[src/rtl/display_scan_ctrl_pkg.sv]
// Shared constants for the 7-segment scan controller:
// blank pattern, BCD segment table and scan FSM encoding.
package display_scan_ctrl_pkg;

  localparam logic [6:0] SEG_BLANK = 7'b1111111;

  localparam logic [6:0] SEG_LUT [10] = '{
    7'b1000000, 7'b1111001, 7'b0100100,
    7'b0110000, 7'b0011001, 7'b0010010,
    7'b0000010, 7'b1111000, 7'b0000000,
    7'b0010000
  };

  typedef enum logic {
    BLANK,
    ON
  } scan_st_e;

endpackage

[src/rtl/display_scan_ctrl_decode.sv]
// bcd_to_display: active-low BCD to segment decoder,
// non-BCD codes map to the blank pattern.
module bcd_to_display
  import display_scan_ctrl_pkg::*;
(
  input  logic [3:0] i_bcd,
  output logic [6:0] o_seg
);

  assign o_seg = (i_bcd <= 4'd9) ?
    SEG_LUT[i_bcd] : SEG_BLANK;

endmodule

[src/rtl/display_scan_ctrl_prescaler.sv]
// scan_prescaler: slot counter 0..SCAN_DIV-1 with
// end-of-dead-time and end-of-slot ticks.
module scan_prescaler #(
  parameter int SCAN_DIV = 50000,
  parameter int DEAD_CYC = 2
) (
  input  logic clk,
  input  logic rst_n,
  output logic o_dead_end,
  output logic o_slot_end
);

  localparam int CW =
    (SCAN_DIV > 1) ? $clog2(SCAN_DIV) : 1;

  logic [CW-1:0] r_cnt;

  assign o_dead_end = (r_cnt == CW'(DEAD_CYC - 1));
  assign o_slot_end = (r_cnt == CW'(SCAN_DIV - 1));

  always_ff @(posedge clk or negedge rst_n) begin
    if (!rst_n)          r_cnt <= '0;
    else if (o_slot_end) r_cnt <= '0;
    else                 r_cnt <= r_cnt + 1'b1;
  end

endmodule

[src/rtl/display_scan_ctrl.sv]
// display_scan_ctrl: multiplexed 7-segment scan with frame-aligned
// updates; optional LEADING_ZERO_BLANK_EN hides leading zero digits.
module display_scan_ctrl
  import display_scan_ctrl_pkg::*;
#(
  parameter int N_DIGITS = 4,
  parameter int SCAN_DIV = 50000,
  parameter int DEAD_CYC = 2
) (
  input  logic                  clk,
  input  logic                  rst_n,
  input  logic [4*N_DIGITS-1:0] digitos,
  input  logic                  atualiza,
  output logic [6:0]            anodo,
  output logic [N_DIGITS-1:0]   sel_an,
  output logic                  frame_done,
  output logic                  pendente
);

  localparam int IW = $clog2(N_DIGITS);
  localparam int DW = 4 * N_DIGITS;

  scan_st_e            r_state;
  logic [IW-1:0]       r_idx;
  logic [DW-1:0]       r_shadow;
  logic [DW-1:0]       r_pend_buf;
  logic                r_pend;
  logic                r_frame_done;
  logic [6:0]          r_anodo;
  logic [N_DIGITS-1:0] r_sel_an;

  logic                w_dead_end;
  logic                w_slot_end;
  logic                w_last;
  logic                w_hide;
  logic [3:0]          w_digit;
  logic [6:0]          w_dec;
  logic [6:0]          w_seg_on;
  logic [N_DIGITS-1:0] w_sel_on;

  scan_prescaler #(
    .SCAN_DIV (SCAN_DIV),
    .DEAD_CYC (DEAD_CYC)
  ) u_presc (
    .clk        (clk),
    .rst_n      (rst_n),
    .o_dead_end (w_dead_end),
    .o_slot_end (w_slot_end)
  );

  assign w_digit = r_shadow[4*r_idx +: 4];

  bcd_to_display u_dec (
    .i_bcd (w_digit),
    .o_seg (w_dec)
  );

`ifdef LEADING_ZERO_BLANK_EN
  logic [N_DIGITS-1:0] w_lz;
  logic                w_hi_zero;

  // w_lz[k]: digit k and everything above it are zero
  always_comb begin
    w_lz      = '0;
    w_hi_zero = 1'b1;
    for (int k = N_DIGITS - 1; k >= 1; k--) begin
      w_hi_zero = w_hi_zero &
        (r_shadow[4*k +: 4] == 4'd0);
      w_lz[k]   = w_hi_zero;
    end
  end

  assign w_hide = w_lz[r_idx];
`else
  assign w_hide = 1'b0;
`endif

  assign w_last   = (r_idx == IW'(N_DIGITS - 1));
  assign w_sel_on = w_hide ? '1 :
    ~(N_DIGITS'(1) << r_idx);
  assign w_seg_on = (w_hide || w_digit > 4'd9) ?
    SEG_BLANK : w_dec;

  always_ff @(posedge clk or negedge rst_n) begin
    if (!rst_n) begin
      r_state      <= BLANK;
      r_idx        <= '0;
      r_shadow     <= '0;
      r_pend_buf   <= '0;
      r_pend       <= 1'b0;
      r_frame_done <= 1'b0;
      r_anodo      <= SEG_BLANK;
      r_sel_an     <= '1;
    end else begin
      r_frame_done <= 1'b0;
      if (atualiza) begin
        r_pend_buf <= digitos;
        r_pend     <= 1'b1;
      end
      unique case (r_state)
        BLANK: begin
          if (w_dead_end) begin
            r_state  <= ON;
            r_sel_an <= w_sel_on;
            r_anodo  <= w_seg_on;
          end
        end
        ON: begin
          r_sel_an <= w_sel_on;
          r_anodo  <= w_seg_on;
          if (w_slot_end) begin
            r_state  <= BLANK;
            r_sel_an <= '1;
            r_anodo  <= SEG_BLANK;
            r_idx    <= w_last ? '0 : r_idx + 1'b1;
            if (w_last) begin
              r_frame_done <= 1'b1;
              r_pend       <= 1'b0;
              // a strobe on the wrap edge bypasses the buffer
              if (atualiza)    r_shadow <= digitos;
              else if (r_pend) r_shadow <= r_pend_buf;
            end
          end
        end
        default: r_state <= BLANK;
      endcase
    end
  end

  assign anodo      = r_anodo;
  assign sel_an     = r_sel_an;
  assign frame_done = r_frame_done;
  assign pendente   = r_pend;

endmodule

[config.mk]
export PLATFORM = sky130hd
export DESIGN_NAME = display_scan_ctrl
export DESIGN_NICKNAME = d
export VERILOG_FILES = /design/src/rtl/display_scan_ctrl_pkg.sv /design/src/rtl/display_scan_ctrl_decode.sv /design/src/rtl/display_scan_ctrl_prescaler.sv /design/src/rtl/display_scan_ctrl.sv
export SDC_FILE = /design/constraint.sdc
export NUM_CORES = 1
export LEC_CHECK = 0
export CORE_AREA = 2 2 71 86
export DETAILED_ROUTE_END_ITERATION = 12
export DIE_AREA = 0 0 73 88
export PLACE_DENSITY_LB_ADDON = 0.15
export SYNTH_ARGS = -nofsm -noshare
export SYNTH_HDL_FRONTEND = slang
export SYNTH_HIERARCHICAL = 1
export SYNTH_SLANG_ARGS = --single-unit
[constraint.sdc]
create_clock -name clk -period 3.01 [get_ports clk]
set_clock_uncertainty 0.05 [all_clocks]
set_input_delay 0.602 -clock clk [delete_from_list [all_inputs] [get_ports clk]]
set_output_delay 0.602 -clock clk [all_outputs]
set_load 0.01 [all_outputs]
# Word level (Yosys, flattened, before mapping)
# Memory sizes are Yosys's and may differ from the RTL's.
# Cells that the tools add are included.
# Widths: inputs -> output; s select.
# word_totals
wordCells,51
mem_bits_ro,112
in_bits,19
out_inout_bits,13
n_memories,1
register_bits,64
# classes
n_mux,24
bitwise_logic,3
n_lt_le_gt_ge,3
addsub,2
reduce_logical,3
n_eq_ne,4
n_shift,2
# memory_table
name,depth,width,read_ports,rd_clocked_by_memory_dff,wr,line,source
(no name shown),16,7,1,0,0,display_scan_ctrl_decode.sv:11,SEG_LUT[i_bcd] : SEG_BLANK;
# op_table
cell,count
$mux 16,3
$mux 7,6
$add 16x1->16 const B,1
$eq 16x1->1 const B,1
$eq 16x16->1 const B,1
$shiftx 16x5->4,1
$pmux 7 s2,1
$mux 1,9
$mux 4,2
$pmux 4 s2,1
$ge 5x5->1 const B,1
$not 4->5,1
$gt 4x4->1 const B,1
$le 4x4->1 const B,1
$not 4->4,1
$reduce_and 4->1,1
$shl 1x2->4 const A,1
$add 2x1->2 const B,1
$eq 2x2->1 const B,1
$mux 2,1
$ne 2x1->1 const B,1
$pmux 1 s2,1
$reduce_and 2->1,1
$reduce_bool 2->1,1
$not 1->1,1

# Depth between registers and ports, before layout
# logic_depth
word_depth,9
depth_mapped,9
depth_no_buf,8

# Hierarchy
# The synthesis kept the hierarchy.
# modules_own_cells
mod,n_inst,cells_per_inst,area_each_um2
display_scan_ctrl,1,142,2021.9
scan_prescaler,1,77,810.8
bcd_to_display,1,30,206.4

# Worst setup path after synthesis
# OpenSTA, ideal clock, no wires.
# synth_timing
path_type,flip-flop to flip-flop
start,reg u_presc.r_cnt[0]
end,reg r_shadow[0]
required_ps,2835
path_slack_ps,743
t_arrival_ps,2092
setup_ps,125
synth_period_minus_slack_ps,2267
path_stages_with_launch,8
cell_sequence,dfrtp_1 -> ha_1 -> nand3_2 -> nor4_4 -> and3_2 -> o21ai_2 -> buf_6 -> mux2_2
# synth_between
elab_chain_len,2
# synth_rtl
item,line,source
start: declaration,display_scan_ctrl_prescaler.sv:16,logic [CW-1:0] r_cnt;
start signal: assignment,display_scan_ctrl_prescaler.sv:24,else r_cnt <= r_cnt + 1'b1;
$eq 16x16->1,display_scan_ctrl_prescaler.sv:19,assign o_slot_end = (r_cnt == CW'(SCAN_DIV - 1));
via w_slot_end,display_scan_ctrl.sv:33,logic w_slot_end;
$reduce_and 4->1 (no line),-,
end signal: assignment,display_scan_ctrl.sv:120,if (atualiza) r_shadow <= digitos;
end signal: assignment,display_scan_ctrl.sv:121,else if (r_pend) r_shadow <= r_pend_buf;
end: declaration,display_scan_ctrl.sv:25,logic [DW-1:0] r_shadow;
# The timed path passes the listed nets, and every way through them passes these cells.
# A chain may end at the register's enable or synchronous reset.

# Worst setup path in the final report
# layout_timing
start,reg r_idx[0]
end,"reg r_anodo[2], in the netlist anodo[2]"
# layout_between
elab_chain_len,9
word_cells_on_any_way,12
classes_between,order compare (2); shift (1); mux (7); bitwise (1); memory (1)
# layout_rtl
item,line,source
start: declaration,display_scan_ctrl.sv:24,logic [IW-1:0] r_idx;
start signal: assignment,display_scan_ctrl.sv:115,r_idx <= w_last ? '0 : r_idx + 1'b1;
$shiftx 16x5->4 *,display_scan_ctrl.sv:51,assign w_digit = r_shadow[4*r_idx +: 4];
via w_digit[0],display_scan_ctrl.sv:36,logic [3:0] w_digit;
$not 4->5 (implied by the code),display_scan_ctrl_decode.sv:11,
$mem_v2 16x7,-,
$mux 7 (implied by the code) (2 in series),display_scan_ctrl_decode.sv:11,
$mux 7 *,display_scan_ctrl_decode.sv:10,assign o_seg = (i_bcd <= 4'd9) ?
via w_dec[2],display_scan_ctrl.sv:37,logic [6:0] w_dec;
$mux 7 *,display_scan_ctrl.sv:81,assign w_seg_on = (w_hide || w_digit > 4'd9) ?
"$mux 7, on equally long branches","display_scan_ctrl.sv:111, display_scan_ctrl.sv:102",
$pmux 7 s2 *,display_scan_ctrl.sv:100,unique case (r_state)
end signal: assignment,display_scan_ctrl.sv:105,r_anodo <= w_seg_on;
end signal: assignment,display_scan_ctrl.sv:110,r_anodo <= w_seg_on;
end: declaration,display_scan_ctrl.sv:29,logic [6:0] r_anodo;
# Mark *: on every way through the listed nets, which the timed path passes. The rest lies on a longest branch. The select of a mux whose other input is x is not followed.

==> run metrics <==
share of cells above drive strength 1 0.271; Worst R2R Setup Slack between 600 and 700 ps; clk slew on worst S/H paths 70 ps; Tot Pwr between 1.5 and 2 mW; Reg-to-Reg Start r_idx[0]; outcome completed; # IOs 32; Hold Fails Final Rpt 0; worst path required time 3210 ps; number of synthesized flops with an enable pin 0; Yosys cell types 38; Yosys reg bits 64; syn nets 279; fillers 452; Worst-Skew Late Latency 330 ps; Final period util 0.790; Sw Share 0.207; Die ar. 0.00642 mm2; Reg2Reg Depth 8; CTS buffer count 9; leakage 1.60 nW; Setup CP Type reg2reg; crit path to anodo[2]; DP Wirelength 3.87 mm; worst vdd ir 0.000325 V; crit start category flip-flop; Post-DP Area 0.00340 mm2; Final setup viols 0; vias in the first global route roughly 1900; root buf cell clkbuf_8; CORE AREA 0.00559 mm2; Synth area leaders dfrtp_1 44%, mux2_2 13%, dfstp_2 9.5%; Worst Tran Pin Value slightly below 800 ps; total negative slack 0 ps; Port Buffer Count 31; Critical Path Start r_idx[0]; synthesized area 0.00304 mm2; Async SR Flop Fraction 1.00; yosys warns 6; H-tree depth 3; wire per inst 14.9 um; area leader, netlist dfrtp_1; Post-synth top flop dfrtp_1; Synth-to-Final Area Change 18.1%; Worst Hold Class in2async; postcts setup bufs 0; ANT cells 0; CTS tree built; num rows 30; Achievable Freq 420 MHz; Post-CTS Resized 0; CP Capture Type flip-flop; Comb power frac 0.047; Max Cap Violations 0; Final #Nets 317; DR pass1 iterations 4; share of the synthesized area in the top cell type 0.436; most common cell after layout, fill and taps aside dfrtp_1; internal power about 1.3 mW; die height 88 um; sequential power share 0.532; Seq/Total Area, Yosys 0.531; largest net degree at the start of global routing 25; Synth Area per Inst 12.2 um2; Switch Pwr 345 uW; Max clock buf depth 2; Mapped Cells approximately 250; Crit Path Max Fanout 9; gpl congestion 0.790; Global Route Usage Sum 0.187; RSZ-0062 raised after global routing false; clock network fraction of design power 0.421; clk sinks 64; DR vias 1877; most frequent cells in the layout 53 x dfrtp_1, 34 x mux2_2, 33 x nor2_1; final WL 5.28 mm; Vias/cell about 5.3; final standard cell area without fillers 0.00359 mm2; arrival time at the worst endpoint 2570 ps; min cycle time layout about 2400 ps; total grt overflow 0; Initial Utilization 0.543; DRC violations left 0; RR Endpoint anodo[2]; initial antenna violation count 0; DR iter-0 viols 72; CTS hold repair buffers 0; relative max-transition margin 0.483; antenna viol nets, final 0; first-pass GRT wire length 9.01 mm; Die Width ~73 um; PD cells 464 mW/mm2; max-slew violations 0
-- synth_stat cells, drive strengths merged (2+ instances only) --
library cell and n:
o21ai 4, dfrtp 53, a21oi 23, nor3 5, nor2 33, xnor2 9
a2bb2oi 3, xor2 5, nor4 6, inv 10, clkbuf 3, ha 11
buf 6, nand3 6, mux2 34, nand4 4, dfstp 11, nand2 8
nand2b 2, mux4 4
-- routing by layer --
metal  vias up  share of wire  global-route usage  wire length, um
li1        938              -                   -                -
met1       902           0.45               0.233             2390
met2        29           0.50               0.305             2660
met3         8          0.026              0.0368              136
met4         0          0.017              0.0976               92
met5         -              0                   0                0
-- flip-flops by register name (all words and copies together), names as in the netlist --
register and cells:
r_shadow 16, r_pend_buf 16, r_state 1, pendente 1, frame_done 1, u_presc/r_cnt 16, anodo 7, r_idx 2
sel_an 4
-- cells by family (layout without fill, tap and decap cells) --
family	count (synthesis)	count (layout)	synth area share
xor+xnor	14	14	0.0403
compound gates	33	33	0.0675
fa+ha+maj	11	11	0.0453
flops	64	64	0.531
mux	39	39	0.161
buf+inv	19	61	0.0321
simple gates	69	69	0.122
-- final cells by class --
type                            count  area [um2]  area share
Tap cell                           64        80.1      0.0223
Multi-Input combinational cell    166        1330       0.370
Clock buffer                       11         141      0.0394
Inverter                           10        37.5      0.0105
Clock inverter                      4        45.0      0.0126
Timing Repair Buffer               36         343      0.0955
Sequential cell                    64        1620       0.450
-- metrics by stage --
stage                     setup WS (ps)  hold slack [ps]  std cells  utilization
after floorplan                     743              256        249            -
after global placement              667              431        340        0.608
after detailed placement            634              435        340        0.608
after CTS                           621              162        355        0.642
after global routing                444              191        355        0.642
final                               631              161        355        0.642
-- critical path: stages (launching register included) --
cell,delay [ps]
dfrtp_1,570
mux4_1,680
inv_1,170
ha_1,210
nor2_1,50
nor2_1,210
a21oi_1,110
a21oi_1,160
a21oi_1,90
-- worst min-delay path by stage --
stage                     slack, ps                 to  depth (start not counted)
after floorplan                 260         frame_done                          0
after global placement          430     r_pend_buf[12]                          1
after detailed placement        430     r_pend_buf[12]                          1
after CTS                       160  u_presc/r_cnt[13]                          1
after global routing            190  u_presc/r_cnt[12]                          1
final                           160  u_presc/r_cnt[12]                          1
-- power by group through the flow --
stage / combinational (mW) / clock, mW / sequential [mW]
6_report: 0.0781 / 0.701 / 0.887
5_1_grt: 0.0883 / 0.759 / 0.888
4_1_cts: 0.0814 / 0.720 / 0.887
3_5_place_dp: 0.0805 / 0 / 0.903
3_3_place_gp: 0.0798 / 0 / 0.902
2_1_floorplan: 0.0306 / 0 / 0.901
Power figures use the tool's default switching activity.
